$ cat src/rtl/trace_pkg.sv
// Shared types, constants and the ASCII hex decoder for the UART trace-line decoder.
package trace_pkg;

    localparam int LINE_LEN = 28;
    localparam int POS_W    = 5;

    localparam logic [POS_W-1:0] OFF_PC   = 5'd0;
    localparam logic [POS_W-1:0] OFF_SP0  = 5'd16;
    localparam logic [POS_W-1:0] OFF_INST = 5'd17;
    localparam logic [POS_W-1:0] OFF_SP1  = 5'd25;
    localparam logic [POS_W-1:0] OFF_JMP  = 5'd26;
    localparam logic [POS_W-1:0] OFF_NL   = 5'd27;

    localparam logic [3:0] UART_RX_ADDR   = 4'h0;
    localparam logic [3:0] UART_STAT_ADDR = 4'h8;
    localparam int         STAT_RX_VALID_BIT = 0;

    localparam logic [7:0] CH_SPACE = 8'h20;
    localparam logic [7:0] CH_NL    = 8'h0a;
    localparam logic [7:0] CH_CR    = 8'h0d;
    localparam logic [7:0] CH_ZERO  = 8'h30;
    localparam logic [7:0] CH_ONE   = 8'h31;

    typedef logic [2:0] state_t;
    localparam state_t S_IDLE      = 3'd0;
    localparam state_t S_STAT_REQ  = 3'd1;
    localparam state_t S_STAT_RESP = 3'd2;
    localparam state_t S_DATA_REQ  = 3'd3;
    localparam state_t S_DATA_RESP = 3'd4;
    localparam state_t S_EMIT      = 3'd5;

    typedef struct packed {
        logic [63:0] pc;
        logic [31:0] inst;
        logic        jmp;
    } trace_rec_t;

    // Returns {is_hex, nibble}; letters of either case map to 10..15.
    function automatic logic [4:0] hex_to_nibble(input logic [7:0] c);
        logic [4:0] r;
        r = 5'b0;
        if (c >= 8'h30 && c <= 8'h39) begin
            r = {1'b1, c[3:0]};
        end else if ((c >= 8'h61 && c <= 8'h66) || (c >= 8'h41 && c <= 8'h46)) begin
            r = {1'b1, c[3:0] + 4'd9};
        end
        return r;
    endfunction

endpackage

$ cat src/rtl/trace_line_parser.sv
// Character-level parser for "<16 hex> <8 hex> <0|1>\n" trace lines; builds the
// pc/inst/jmp shadow fields and flags line completion or malformed input.
module trace_line_parser
    import trace_pkg::*;
(
    input  logic        clk,
    input  logic        rstn,
    input  logic        char_stb_i,
    input  logic [7:0]  char_i,
    output logic        line_done_o,
    output logic        err_o,
    output trace_rec_t  fields_o
);

    logic [POS_W-1:0] pos_q, pos_d;
    logic             disc_q, disc_d;
    logic [63:0]      pc_q, pc_d;
    logic [31:0]      inst_q, inst_d;
    logic             jmp_q, jmp_d;

    logic [4:0] hex;
    logic       is_nl;
    logic       is_cr;
    logic       char_ok;

    assign hex   = hex_to_nibble(char_i);
    assign is_nl = (char_i == CH_NL);
    assign is_cr = (char_i == CH_CR);

    // Position OFF_NL only accepts a newline, so any other char there is an overlong line.
    always_comb begin
        char_ok = 1'b0;
        if (pos_q < OFF_SP0) begin
            char_ok = hex[4];
        end else if (pos_q == OFF_SP0 || pos_q == OFF_SP1) begin
            char_ok = (char_i == CH_SPACE);
        end else if (pos_q >= OFF_INST && pos_q < OFF_SP1) begin
            char_ok = hex[4];
        end else if (pos_q == OFF_JMP) begin
            char_ok = (char_i == CH_ZERO) || (char_i == CH_ONE);
        end
    end

    always_comb begin
        pos_d       = pos_q;
        disc_d      = disc_q;
        pc_d        = pc_q;
        inst_d      = inst_q;
        jmp_d       = jmp_q;
        line_done_o = 1'b0;
        err_o       = 1'b0;
        if (char_stb_i && !is_cr) begin
            if (is_nl) begin
                pos_d  = '0;
                disc_d = 1'b0;
                if (!disc_q) begin
                    if (pos_q == OFF_NL) begin
                        line_done_o = 1'b1;
                    end else begin
                        err_o = 1'b1;
                    end
                end
            end else if (!disc_q) begin
                if (char_ok) begin
                    pos_d = pos_q + 5'd1;
                    if (pos_q < OFF_SP0) begin
                        pc_d = {pc_q[59:0], hex[3:0]};
                    end else if (pos_q >= OFF_INST && pos_q < OFF_SP1) begin
                        inst_d = {inst_q[27:0], hex[3:0]};
                    end else if (pos_q == OFF_JMP) begin
                        jmp_d = char_i[0];
                    end
                end else begin
                    err_o  = 1'b1;
                    disc_d = 1'b1;
                end
            end
        end
    end

    always_ff @(posedge clk or negedge rstn) begin
        if (!rstn) begin
            pos_q  <= '0;
            disc_q <= 1'b0;
            pc_q   <= '0;
            inst_q <= '0;
            jmp_q  <= 1'b0;
        end else begin
            pos_q  <= pos_d;
            disc_q <= disc_d;
            pc_q   <= pc_d;
            inst_q <= inst_d;
            jmp_q  <= jmp_d;
        end
    end

    assign fields_o = '{pc: pc_q, inst: inst_q, jmp: jmp_q};

endmodule

$ cat src/rtl/trace_decoder.sv
// Polls a UART-lite over AXI-lite reads, decodes trace lines and presents one
// pc/inst/jmp record at a time with valid/ready backpressure.
//
// state        | meaning
// S_IDLE       | one cycle after reset before polling starts
// S_STAT_REQ   | read address for the status register
// S_STAT_RESP  | wait for status data, check RX-valid
// S_DATA_REQ   | read address for the RX FIFO
// S_DATA_RESP  | wait for RX data, feed one char to the parser
// S_EMIT       | record presented, polling stalled until consumed
module trace_decoder
    import trace_pkg::*;
#(
    parameter int ERR_W = 16
) (
    input  logic             clk,
    input  logic             rstn,
    output logic             valid,
    input  logic             ready,
    output logic [63:0]      pc,
    output logic [31:0]      inst,
    output logic             jmp,
    output logic [ERR_W-1:0] err_cnt,
    output logic [3:0]       ar_addr,
    output logic             ar_valid,
    input  logic             ar_ready,
    input  logic [31:0]      r_data,
    input  logic             r_valid,
    output logic             r_ready
);

    state_t           state_q, state_d;
    trace_rec_t       rec_q, rec_d;
    logic [ERR_W-1:0] err_q, err_d;

    logic       char_stb;
    logic       line_done;
    logic       line_err;
    trace_rec_t shadow;
    logic       unused_rdata;

    assign char_stb     = (state_q == S_DATA_RESP) && r_valid;
    assign unused_rdata = ^r_data[31:8];

    trace_line_parser u_parser (
        .clk         (clk),
        .rstn        (rstn),
        .char_stb_i  (char_stb),
        .char_i      (r_data[7:0]),
        .line_done_o (line_done),
        .err_o       (line_err),
        .fields_o    (shadow)
    );

    always_comb begin
        state_d = state_q;
        case (state_q)
            S_IDLE:      state_d = S_STAT_REQ;
            S_STAT_REQ:  if (ar_ready) state_d = S_STAT_RESP;
            S_STAT_RESP: begin
                if (r_valid) begin
                    state_d = r_data[STAT_RX_VALID_BIT] ? S_DATA_REQ : S_STAT_REQ;
                end
            end
            S_DATA_REQ:  if (ar_ready) state_d = S_DATA_RESP;
            S_DATA_RESP: begin
                if (r_valid) begin
                    state_d = line_done ? S_EMIT : S_STAT_REQ;
                end
            end
            S_EMIT:      if (ready) state_d = S_STAT_REQ;
            default:     state_d = S_IDLE;
        endcase
    end

    // Output record is loaded only on the transition into S_EMIT.
    always_comb begin
        rec_d = rec_q;
        if (char_stb && line_done) begin
            rec_d = shadow;
        end
        err_d = err_q;
        if (line_err && (err_q != {ERR_W{1'b1}})) begin
            err_d = err_q + 1'b1;
        end
    end

    always_ff @(posedge clk or negedge rstn) begin
        if (!rstn) begin
            state_q <= S_IDLE;
            rec_q   <= '0;
            err_q   <= '0;
        end else begin
            state_q <= state_d;
            rec_q   <= rec_d;
            err_q   <= err_d;
        end
    end

    assign valid    = (state_q == S_EMIT);
    assign ar_valid = (state_q == S_STAT_REQ) || (state_q == S_DATA_REQ);
    assign ar_addr  = (state_q == S_STAT_REQ) ? UART_STAT_ADDR : UART_RX_ADDR;
    assign r_ready  = (state_q == S_STAT_RESP) || (state_q == S_DATA_RESP);
    assign pc       = rec_q.pc;
    assign inst     = rec_q.inst;
    assign jmp      = rec_q.jmp;
    assign err_cnt  = err_q;

endmodule

$ cat config.mk
export PLATFORM = sky130hd
export DESIGN_NAME = trace_decoder
export DESIGN_NICKNAME = d
export VERILOG_FILES = /design/src/rtl/trace_pkg.sv /design/src/rtl/trace_line_parser.sv /design/src/rtl/trace_decoder.sv
export SDC_FILE = /design/constraint.sdc
export NUM_CORES = 1
export LEC_CHECK = 0
export BUFFER_PORTS_ARGS = -buffer_cell sky130_fd_sc_hd__buf_2
export CAP_MARGIN = 20
export CORE_MARGIN = 3
export CORE_UTILIZATION = 60
export DETAILED_ROUTE_END_ITERATION = 12
export PLACE_DENSITY = 0.85
export SLEW_MARGIN = 5
export SYNTH_ARGS = -nofsm -noshare
export SYNTH_HDL_FRONTEND = slang
export SYNTH_HIERARCHICAL = 1
export SYNTH_SLANG_ARGS = --single-unit
$ cat constraint.sdc
create_clock -name clk -period 6 [get_ports clk]
set_input_delay 1.2 -clock clk [delete_from_list [all_inputs] [get_ports clk]]
set_output_delay 1.2 -clock clk [all_outputs]
set_load 0.02 [all_outputs]
==> flow_summary.ini, run 1 <==
[sta]
setup_viol = 0
post-route-period-util = 0.673
tightest_slew_ns = 0.997
hold_viol_final = 0
rsz0062_at_grt = no
post-route-min-period_ns = 4.04
maxSlewHeadroom = 0.335
fmax_mhz = 248
finalClockSkew_ns = 0.00669
postLayoutSetupSlackWorst_ns = 1.96
fin_setup_tns_ns = 0
slew_violations = 0

[run_status]
outcome = finished clean

[floorplan]
dieArea_sq_mm = 0.0170
ioPinCount = 157
placementRows = 44
initial_utilization = 0.626
core_area_sq_mm = 0.0148
die_h_microns = 130
die_x_microns = 130

[synth]
synth_top_cell_area_share = 0.591
ys_warn_count = 6
netlist_top_cells_area = dfrtp_1 (59%), mux2_2 (16%), mux2_4 (6.8%)
synth_cell_types = 67
syn-instance-count = 609
synth-async-reset-ratio = 1.00
yosys.area.top_type = dfrtp_1
synth_top_flop_cell = dfrtp_1
syn_area_per_cell_sq_um = 15.2
synth_edf_count = 0
synth-seq-cells = 219
seq_area_frac_synth = 0.591
syn-cell-area_sq_mm = 0.00927

[worst_setup_path]
cp-end-kind = flop
cp-start-kind = input port
reg2reg_slack_ns = 2.68
cp_data_required_time_ns = 6.37
critPathArrivalTime_ns = 4.41
worstSetupPathType = in -> reg
crit_fanout = 7

[clock_network]
hold_buffers = 0
cts_sinks = 219
cts_root_buf = clkbuf_16
post_cts.repair.setup_buffers = 0
clockBufferDepth = 3
cts_inserted_buffers = 22
clk_pin_slew_ns = 0.06
cts-resized-gates = 0
clock_latency_ns = 0.49
htreeDepth = 1
cts_tree = done

[drt]
routed_wirelength_microns = 17100
dr.pass1.iters = 4
drc = 0
ant_nets = 0
drtIter0Drc = 286
vias = 5277
viasPerCell = 5.62
wl_per_cell_microns = 18.2

[finish]
fill_cells = 953
drive_gt1_frac = 0.493
antenna_cells = 0
final_cell_mix = dfrtp_1 (219), mux2_2 (134), buf_2 (128)
fin_area_sq_mm = 0.0107
final_nets = 786
final_common_cell = dfrtp_1
multiInputGateArea_sq_mm = 0.00351
register_area_sq_mm = 0.00548
area_delta_synth_final_pct = 15.7

[placed_design]
gp_congestion = 0.914
place_area_sq_mm = 0.00997
pre_cts_ws_ns = 1.46
dpl.hpwl_microns = 11500
io_buffers = 129

[job]
drv_cap = 0

[global_routing]
overflow = 0
antenna_found_initial = 0
grt_pass1_wl_microns = 27700
grt_pass1_vias = 5476
grt_usage = 0.203
grt_max_degree = 113

[min_path]
hold_class = reg -> reg

[power_and_ir_drop]
p_per_area_mw_per_mm2 = 291
vdd_drop_max_mv = 0.222
cellLeakagePower_uw = 0.00583
worst max-delay path, cell delays in order:
cell and delay [ns]:
buf_2 0.14, inv_1 0.12, ha_1 0.22, or3b_1 0.34, and4_1 0.30, or2_4 0.29
o22a_1 0.23, a211oi_1 0.31, buf_4 0.21, inv_1 0.04, or4_4 0.54, nor2_2 0.13
mux2_1 0.32
state kept, by name, indices dropped and copies added (netlist names):
register	cells
pc	64
u_parser/pc_q	64
inst	32
u_parser/inst_q	32
err_cnt	16
u_parser/pos_q	5
state_q	3
jmp	1
u_parser/disc_q	1
u_parser/jmp_q	1
worst paths after layout:
check | startpoint | to | cells after the start
max in group asynchronous | rstn | u_parser/pc_q[31] | 2
worst max-delay path | r_data[0] | err_cnt[12] | 13
worst min register to register | pc[55] | pc[55] | 1
worst max register to register | u_parser/pos_q[2] | err_cnt[12] | 10
min in group asynchronous | rstn | u_parser/jmp_q | 1
worst min-delay path | pc[55] | pc[55] | 1
cells by family after synthesis:
| kind of cell | synth area share |
|---|---|
| AO/OA/AOI/OAI | 0.0344 |
| AND/OR/NAND/NOR | 0.0636 |
| buffers and inverters | 0.0322 |
| XOR/XNOR | 0.0142 |
| adder cells (fa/ha/maj) | 0.0121 |
| flip-flops | 0.591 |
| other | 0.000404 |
| multiplexers | 0.252 |
per-layer routing:
metal  wire length, microns  GRT usage  vias up
met3                    656     0.0311       26
met4                    335     0.0562        0
met1                   7230      0.267     2716
met2                   8900      0.354      114
li1                       -          -     2421
met5                      0          0        -
synth_stat cells, types with 2 or more instances:
| cell | instances |
|---|---|
| a21oi_1 | 9 |
| a221oi_1 | 2 |
| buf_2 | 7 |
| buf_4 | 10 |
| buf_6 | 11 |
| dfrtp_1 | 219 |
| ha_1 | 9 |
| inv_1 | 12 |
| mux2_1 | 14 |
| mux2_2 | 134 |
| mux2_4 | 42 |
| mux2i_1 | 4 |
| nand2_1 | 14 |
| nand3_1 | 12 |
| nand4_1 | 2 |
| nand4_4 | 2 |
| nand4bb_1 | 2 |
| nor2_1 | 20 |
| nor2b_1 | 3 |
| nor3_1 | 8 |
| nor3b_1 | 3 |
| o21a_1 | 2 |
| o21ai_0 | 8 |
| o2bb2ai_1 | 2 |
| or2_2 | 3 |
| xnor2_1 | 5 |
| xor2_1 | 10 |
final cells by class:
class / count / share of cell area
flip-flops and latches: 219 / 0.511
clock buffers: 31 / 0.0611
well taps: 184 / 0.0215
inverters: 12 / 0.00420
clock inverters: 8 / 0.00921
repair buffers: 135 / 0.0664
multi-input cells: 350 / 0.327
stage by stage:
| step | power (uW) | hold WS (ns) | instances | utilization |
|---|---|---|---|---|
| after floorplan | 1680 | 0.461 | 611 | - |
| after global placement | 1740 | 0.483 | 900 | 0.673 |
| after detailed placement | 1750 | 0.488 | 900 | 0.673 |
| after CTS | 3150 | 0.502 | 939 | 0.724 |
| after global routing | 3230 | 0.508 | 939 | 0.724 |
| final | 3120 | 0.498 | 939 | 0.724 |
where the power goes:
part / switching, uW / internal [uW] / total [uW]
clock network: 548 / 849 / 1400
logic: 120 / 68.0 / 188
registers: 39.9 / 1500 / 1540
Power figures use the tool's default switching activity.
==> run 2: changes to the inputs <==
Settings changed: CORE_UTILIZATION 60 to 51, PLACE_DENSITY 0.85 to 0.77.
Clock period 6 ns to 3.3 ns, I/O delays scaled along.
==> flow_summary.ini, run 2 (synthesized netlist as in run 1, its figures left out) <==
[run_status]
outcome = finished clean

[power_and_ir_drop]
seq_power_share = 0.489
p_int_uw = 4450
power_uw = 5720
vdd_drop_max_mv = 0.372
clkPwrFrac = 0.449
net-switching-power_uw = 1270
cellLeakagePower_uw = 0.00592
switching_share = 0.222
p_per_area_mw_per_mm2 = 522
combPwrFrac = 0.062

[global_routing]
grt_usage = 0.174
grt_pass1_wl_microns = 28700
grt_pass1_vias = 5606
grt_max_degree = 95
overflow = 0
antenna_found_initial = 0

[placed_design]
dpl.hpwl_microns = 11700
gp_congestion = 0.869
io_buffers = 129

[worst_setup_path]
cp-end-kind = flop
cp_data_required_time_ns = 3.71
reg2reg_slack_ns = 0.32
cp-start-kind = flop
worstSetupPathType = reg -> reg
critPathArrivalTime_ns = 3.38
worst_r2r_path_depth = 10
worstReg2RegEnd = err_cnt[7]
crit_fanout = 10
reg2reg_from = u_parser/pos_q[2]

[clock_network]
cts_tree = done
cts_inserted_buffers = 23
post_cts.repair.setup_buffers = 0
htreeDepth = 1
cts-resized-gates = 0
clockBufferDepth = 3
clock_latency_ns = 0.49
hold_buffers = 0
cts_root_buf = clkbuf_16
cts_sinks = 219
clk_pin_slew_ns = 0.06

[finish]
final_nets = 801
fill_cells = 1302
final_common_cell = dfrtp_1
area_delta_synth_final_pct = 18.1
final_cell_mix = dfrtp_1 (219), mux2_2 (134), buf_2 (128)
drive_gt1_frac = 0.506
antenna_cells = 0

[drt]
viasPerCell = 5.29
dr.pass1.iters = 4
vias = 5244
drtIter0Drc = 175
wl_per_cell_microns = 17.0
routed_wirelength_microns = 16900
ant_nets = 0
drc = 0

[floorplan]
ioPinCount = 157
die_x_microns = 141
core_area_sq_mm = 0.0175
initial_utilization = 0.529
die_h_microns = 141
placementRows = 48
dieArea_sq_mm = 0.0198

[job]
drv_cap = 0

[sta]
maxSlewHeadroom = 0.531
fin_setup_tns_ns = 0
hold_viol_final = 0
fmax_mhz = 336
hold_slack_ns = 0.180
tightest_slew_ns = 0.704
post-route-period-util = 0.902
rsz0062_at_grt = no
finalClockSkew_ns = 0.0183
setup_viol = 0
slew_violations = 0
post-route-min-period_ns = 2.98

[min_path]
hold_class = in -> async
run 2: how the worst max path moves through the flow:
stage	start	to	slack [ns]	depth (start not counted)
after floorplan	r_data[1]	err_cnt[12]	0.005	12
after global placement	r_data[1]	err_cnt[7]	0.03	13
after detailed placement	r_data[1]	err_cnt[7]	-0.07	13
after CTS	u_parser/pos_q[0]	err_cnt[7]	0.32	10
after global routing	u_parser/pos_q[0]	err_cnt[7]	0.15	10
final	u_parser/pos_q[2]	err_cnt[7]	0.32	10
run 2: critical path, cell delays in order, from the launching register on:
cell and delay (ns):
dfrtp_1 0.48, nor3_1 0.34, mux2i_1 0.44, a21boi_2 0.14, o22a_1 0.26, a211oi_2 0.20
buf_4 0.17, nand3_1 0.13, or2_2 0.33, nor3_1 0.21, xor2_1 0.18
run 2: area by class of cell:
cell class / instances / area, sq um / area share
Clock buffer: 29 / 638 / 0.0583
Clock inverter: 8 / 120 / 0.0110
Inverter: 12 / 45.0 / 0.00411
Multi-Input combinational cell: 350 / 3520 / 0.321
Sequential cell: 219 / 5480 / 0.500
Tap cell: 225 / 282 / 0.0257
Timing Repair Buffer: 149 / 868 / 0.0793
run 2: metal layers:
| layer | GRT usage | share of wire | up-vias |
|---|---|---|---|
| li1 | - | - | 2437 |
| met1 | 0.236 | 0.44 | 2646 |
| met2 | 0.290 | 0.49 | 129 |
| met3 | 0.0275 | 0.045 | 32 |
| met4 | 0.0515 | 0.024 | 0 |
| met5 | 0 | 0 | - |
run 2: power groups by stage:
stage	logic, uW	clock network [uW]	registers [uW]
floorplan	219	0	2830
global placement	342	0	2840
detailed placement	363	0	2840
CTS	364	2630	2800
global route	395	2750	2810
finish	355	2570	2800
run 2: stage by stage:
step | setup WS, ns | util | area [sq um] | instances
4_1_cts | 0.317 | 0.625 | 11000 | 992
6_report | 0.325 | 0.625 | 11000 | 992
3_3_place_gp | 0.0286 | 0.581 | 10200 | 955
3_5_place_dp | -0.0683 | 0.581 | 10200 | 955
2_1_floorplan | 0.00543 | - | 9290 | 611
5_1_grt | 0.147 | 0.625 | 11000 | 992
